<file path="config.mk">
export PLATFORM = sky130hd
export DESIGN_NAME = alu181_nibble_seq
export DESIGN_NICKNAME = d
export VERILOG_FILES = /design/src/rtl/alu181_pkg.sv /design/src/rtl/alu181_carry.sv /design/src/rtl/alu74181.sv /design/src/rtl/alu181_nibble_seq.sv
export SDC_FILE = /design/constraint.sdc
export NUM_CORES = 1
export LEC_CHECK = 0
export CAP_MARGIN = 15
export CORE_MARGIN = 2
export CORE_UTILIZATION = 30
export DETAILED_ROUTE_END_ITERATION = 6
export PLACE_DENSITY_LB_ADDON = 0.05
export SYNTH_ARGS = -nofsm -noshare
export SYNTH_HDL_FRONTEND = slang
export SYNTH_SLANG_ARGS = --single-unit
</file>
<file path="constraint.sdc">
create_clock -name clk -period 3.89 [get_ports clk]
set_input_delay 0.389 -clock clk [delete_from_list [all_inputs] [get_ports clk]]
set_output_delay 0.389 -clock clk [all_outputs]
set_load 0.01 [all_outputs]
</file>
<file path="src/rtl/alu181_pkg.sv">
// Shared types and function-code constants for the nibble-serial 74181 sequencer.
package alu181_pkg;

   typedef enum logic [1:0] {
      ST_IDLE = 2'd0,
      ST_RUN  = 2'd1,
      ST_DONE = 2'd2
   } state_e;

   // Arithmetic codes assume m=0, logic codes assume m=1.
   localparam logic [3:0] S_ADD = 4'b1001;
   localparam logic [3:0] S_SUB = 4'b0110;
   localparam logic [3:0] S_AND = 4'b1011;
   localparam logic [3:0] S_XOR = 4'b0110;

endpackage

</file>
<file path="src/rtl/alu181_carry.sv">
// Carry-out of one 74181 nibble, built from the same p/g terms as the slice.
module alu181_carry (
   input  logic [3:0] s_i,
   input  logic       ci_i,
   input  logic [3:0] a_i,
   input  logic [3:0] b_i,
   output logic       cn4_o
);

   logic [3:0] p, g;

   always_comb begin
      for (int j = 0; j < 4; j++) begin
         p[j] = ~(a_i[j] | (s_i[0] & b_i[j]) | (s_i[1] & ~b_i[j]));
         g[j] = ~((s_i[2] & a_i[j] & ~b_i[j]) | (s_i[3] & a_i[j] & b_i[j]));
      end
      cn4_o = ~((~ci_i & g[0] & g[1] & g[2] & g[3]) | p[3] | (p[2] & g[3]) |
                (p[1] & g[2] & g[3]) | (p[0] & g[1] & g[2] & g[3]));
   end

endmodule

</file>
<file path="src/rtl/alu74181.sv">
// Combinational 4-bit 74181 slice, active-high data and active-high carry in.
module alu74181 (
   input  logic [3:0] s_i,
   input  logic       m_i,
   input  logic       ci_i,
   input  logic [3:0] a_i,
   input  logic [3:0] b_i,
   output logic [3:0] y_o
);

   logic [3:0] p, g, c;

   always_comb begin
      for (int j = 0; j < 4; j++) begin
         p[j] = ~(a_i[j] | (s_i[0] & b_i[j]) | (s_i[1] & ~b_i[j]));
         g[j] = ~((s_i[2] & a_i[j] & ~b_i[j]) | (s_i[3] & a_i[j] & b_i[j]));
      end
      // p is an active-high kill, ~g an active-high generate.
      c[0] = ci_i;
      c[1] = ~(p[0] | (g[0] & ~c[0]));
      c[2] = ~(p[1] | (g[1] & ~c[1]));
      c[3] = ~(p[2] | (g[2] & ~c[2]));
      y_o  = ~(p ^ g) ^ ({4{~m_i}} & ~c);
   end

endmodule

</file>
<file path="src/rtl/alu181_nibble_seq.sv">
// Runs a (4*NIBBLES)-bit 74181 operation through one slice, one nibble per clock, LSB first.
module alu181_nibble_seq
   import alu181_pkg::*;
#(
   parameter int NIBBLES = 4
) (
   input  logic                   clk,
   input  logic                   rst_n,
   input  logic                   start_i,
   input  logic [3:0]             s_i,
   input  logic                   m_i,
   input  logic                   ci_i,
   input  logic [4*NIBBLES-1:0]   a_i,
   input  logic [4*NIBBLES-1:0]   b_i,
   output logic                   ready_o,
   output logic                   done_o,
   output logic [4*NIBBLES-1:0]   y_o,
   output logic                   co_o,
   output logic                   zero_o
);

   localparam int W     = 4 * NIBBLES;
   localparam int IDX_W = $clog2(NIBBLES + 1);

   state_e             state_q, state_d;
   logic [3:0]         s_q, s_d;
   logic               m_q, m_d;
   logic [W-1:0]       a_q, a_d, b_q, b_d, y_q, y_d;
   logic               carry_q, carry_d;
   logic               co_q, co_d, zero_q, zero_d;
   logic [IDX_W-1:0]   idx_q, idx_d;

   logic [3:0]         a_nib, b_nib, slice_y;
   logic               slice_ci, cn4;

   assign a_nib    = 4'(a_q >> {idx_q, 2'b00});
   assign b_nib    = 4'(b_q >> {idx_q, 2'b00});
   assign slice_ci = carry_q & ~m_q;

   alu74181 u_slice (
      .s_i  (s_q),
      .m_i  (m_q),
      .ci_i (slice_ci),
      .a_i  (a_nib),
      .b_i  (b_nib),
      .y_o  (slice_y)
   );

   alu181_carry u_carry (
      .s_i   (s_q),
      .ci_i  (slice_ci),
      .a_i   (a_nib),
      .b_i   (b_nib),
      .cn4_o (cn4)
   );

   always_comb begin
      state_d = state_q;
      s_d     = s_q;
      m_d     = m_q;
      a_d     = a_q;
      b_d     = b_q;
      y_d     = y_q;
      carry_d = carry_q;
      co_d    = co_q;
      zero_d  = zero_q;
      idx_d   = idx_q;
      case (state_q)
         ST_IDLE: begin
            if (start_i) begin
               s_d     = s_i;
               m_d     = m_i;
               a_d     = a_i;
               b_d     = b_i;
               carry_d = ci_i;
               idx_d   = '0;
               y_d     = '0;
               state_d = ST_RUN;
            end
         end
         ST_RUN: begin
            for (int k = 0; k < NIBBLES; k++) begin
               if (idx_q == IDX_W'(k)) y_d[4*k +: 4] = slice_y;
            end
            carry_d = cn4 & ~m_q;
            idx_d   = idx_q + IDX_W'(1);
            // Flags capture the completed word on the same edge as the last nibble.
            if (idx_q == IDX_W'(NIBBLES - 1)) begin
               co_d    = cn4 & ~m_q;
               zero_d  = (y_d == '0);
               state_d = ST_DONE;
            end
         end
         ST_DONE: state_d = ST_IDLE;
         default: state_d = ST_IDLE;
      endcase
   end

   always_ff @(posedge clk or negedge rst_n) begin
      if (!rst_n) begin
         state_q <= ST_IDLE;
         s_q     <= '0;
         m_q     <= 1'b0;
         a_q     <= '0;
         b_q     <= '0;
         y_q     <= '0;
         carry_q <= 1'b0;
         co_q    <= 1'b0;
         zero_q  <= 1'b0;
         idx_q   <= '0;
      end else begin
         state_q <= state_d;
         s_q     <= s_d;
         m_q     <= m_d;
         a_q     <= a_d;
         b_q     <= b_d;
         y_q     <= y_d;
         carry_q <= carry_d;
         co_q    <= co_d;
         zero_q  <= zero_d;
         idx_q   <= idx_d;
      end
   end

   assign ready_o = (state_q == ST_IDLE);
   assign done_o  = (state_q == ST_DONE);
   assign y_o     = y_q;
   assign co_o    = co_q;
   assign zero_o  = zero_q;

endmodule

</file>
==> flow_metrics.py <==
metrics = {
    "timing": {
        "setup_viol": 0,
        "hold_viol_final": 0,
        "timing.hold.ws_ns": 0.100,
        "finalClockSkew_ns": 0.0116,
        "relSlewSlack": 0.512,
        "period_needed_ns": 2.84,
        "worst_pin_slew_ns": 0.732,
        "timing.final.crit_share": 0.729,
        "maxSlewViolCount": 0,
        "rsz0062_at_grt": "no",
        "fin_ws_ns": 1.05,
        "tns_ns": 0,
        "clock.fmax_mhz": 353,
    },
    "logic_synthesis": {
        "synth_ff_type": "dfrtp_1",
        "synth_edf_count": 0,
        "ys_ff_latch": 61,
        "synthDistinctLibCells": 40,
        "syn-num-nets": 365,
        "avgSynthCellArea_um2": 9.17,
        "netlist_instances": 319,
        "ys_seq_area_frac": 0.522,
        "yosysWarnings": 0,
        "syn_area_um2": 2920,
        "synth_async_sr_flop_share": 1.00,
    },
    "power": {
        "swShare": 0.399,
        "p_leak_nw": 1.83,
        "ir_worst_vdd_mv": 0.232,
        "switchingPower_mw": 1.38,
        "p_comb_frac": 0.458,
        "total_power_mw": 3.46,
        "power_density_nw_per_um2": 885,
        "clockPowerShare": 0.212,
        "p_seq_frac": 0.329,
        "p_int_mw": 2.08,
    },
    "route": {
        "drt_iter0_drc": 94,
        "vias": 2336,
        "drc": 0,
        "drt-total-wl_um": 7290,
        "detail-route-antenna-nets": 0,
        "viasPerCell": 4.51,
        "dr.pass1.iters": 4,
        "avgRoutedWirePerCell_um": 14.1,
    },
    "floorplan": {
        "rows": 36,
        "core_um2": 9590,
        "die_y_um": 103,
        "io_pins": 61,
        "die_w_um": 103,
        "start_util": 0.305,
        "die-area_um2": 10600,
    },
    "grt": {
        "grt_max_degree": 41,
        "grt_antenna_before_repair": 0,
        "grt_pass1_wl_um": 11800,
        "globalRoute.totalOverflow": 0,
        "track_usage": 0.151,
        "grt_pass1_vias": 2261,
    },
    "finish": {
        "area_delta_synth_final_pct": 33.7,
        "fin_area_um2": 3910,
        "final_core_util": 0.408,
        "drive_above_1_share": 0.0753,
        "fillers": 995,
        "fin_nets": 426,
        "diodes": 0,
        "instances_no_fill": 518,
    },
    "place": {
        "port_buffers": 60,
        "placed_area_um2": 3650,
        "hpwlAfterDp_um": 5410,
        "pre_cts_ws_ns": 1.03,
        "place_congestion": 0.813,
        "placedCellCount": 502,
    },
    "critical_path": {
        "r2r_slack_ns": 1.05,
        "cp_data_arrival_time_ns": 3.09,
        "required_ns": 4.15,
        "cp-end-kind": "flop",
        "critPathMaxFanout": 13,
        "cp-start-kind": "flop",
        "r2r-start": "idx_q[0]",
        "rr_worst_depth": 7,
        "crit_type": "flop to flop",
        "startpoint": "idx_q[0]",
    },
    "clock_tree": {
        "cts_resized": 0,
        "postCtsHoldBufs": 0,
        "clock-sinks": 61,
        "htreeDepth": 3,
        "insertion_delay_ns": 0.34,
        "cts-root-buf": "clkbuf_8",
        "path_clk_slew_ns": 0.08,
        "cts-buffers-inserted": 9,
        "ctsLongestPathBuffers": 2,
        "post_cts_buffers": 0,
        "cts_tree": "built",
    },
    "hold_path": {
        "hold_path.class": "input pin to async pin",
    },
    "status": {
        "outcome": "completed",
    },
    "run": {
        "max_cap_viol_count": 0,
    },
}
[cell usage in the layout, fill, tap and decap left out, types with 2 or more instances in the layout]
cell | Yosys | final
mux2i_1 | 4 | 4
clkbuf_8 | 0 | 12
o22ai_1 | 2 | 2
a22o_2 | 4 | 4
mux4_2 | 4 | 4
nor2_1 | 17 | 17
ha_1 | 5 | 5
clkdlybuf4s50_1 | 0 | 59
buf_4 | 0 | 3
bufinv_16 | 0 | 3
xnor2_1 | 2 | 2
nor4_1 | 2 | 2
o31ai_1 | 3 | 3
inv_1 | 4 | 4
mux4_1 | 4 | 4
o21ai_1 | 3 | 3
a22o_1 | 2 | 2
nand2_1 | 146 | 146
dfrtp_1 | 61 | 61
xor2_1 | 2 | 2
nor2b_1 | 3 | 3
o21ai_0 | 19 | 19
[per-layer routing]
metal  GRT usage  part of all wire  up-vias
met2       0.235              0.45       57
met3      0.0292             0.040        9
met1       0.206              0.49     1082
met5           0                 0        -
met4      0.0646             0.017        0
li1            -                 -     1188
[cell families after synthesis]
family | Yosys count | share of synthesized area
buffers and inverters | 18 | 0.0261
adders and majority gates | 5 | 0.0214
xor gates and xnor gates | 4 | 0.0120
AOI/OAI and AO/OA | 42 | 0.0967
DFF | 61 | 0.522
and+or+nand+nor | 177 | 0.241
muxes | 12 | 0.0804
[state kept, by name, summed over array words and instances (netlist names)]
name     cells
idx_q        3
state_q      2
zero_o       1
b_q         16
y_o         16
m_q          1
co_o         1
carry_q      1
s_q          4
a_q         16
[cell type report]
class	instances	area [um2]	share of cell area
timing repair buffer	63	618	0.158
clock inverter	3	90.1	0.0230
sequential	61	1530	0.390
multi-input combinational	240	1320	0.338
inverter	5	18.8	0.00480
tap	133	166	0.0426
clock buffer	13	169	0.0432
[power by group through the flow]
| stage | clock network (mW) | registers (mW) | logic, mW |
|---|---|---|---|
| 4_1_cts | 0.751 | 1.15 | 1.62 |
| 6_report | 0.734 | 1.14 | 1.59 |
| 5_1_grt | 0.779 | 1.19 | 1.81 |
| 3_5_place_dp | 0 | 1.16 | 1.61 |
| 3_3_place_gp | 0 | 1.17 | 1.60 |
| 2_1_floorplan | 0 | 1.07 | 1.16 |
[synthesized netlist by cell type (2+ instances only)]
cell type	count	share of area
nand2_1	146	0.19
dfrtp_1	61	0.52
o21ai_0	19	0.033
nor2_1	17	0.022
clkbuf_1	11	0.014
ha_1	5	0.021
a22o_2	4	0.014
inv_1	4	0.0051
mux2i_1	4	0.014
mux4_1	4	0.036
mux4_2	4	0.031
nor2b_1	3	0.0064
o21ai_1	3	0.0051
o31ai_1	3	0.0077
a22o_1	2	0.0060
nor4_1	2	0.0043
o22ai_1	2	0.0043
xnor2_1	2	0.0060
xor2_1	2	0.0060
[path summary, 6_finish.rpt]
check,to
setup / recovery,y_o[6]
hold / removal,y_o[8]
hold reg to reg,b_q[6]
setup reg to reg,y_o[6]
max in group asynchronous,a_q[13]
min in group clk,b_q[6]
[worst max-delay path, cell delays in order (launching register included)]
cell      delay (ns)
dfrtp_1         0.70
mux4_2          0.61
or4b_1          0.52
o311ai_1        0.15
nor2_1          0.12
xnor2_1         0.33
nand2_1         0.16
o21ai_1         0.18
Power figures use the tool's default switching activity.
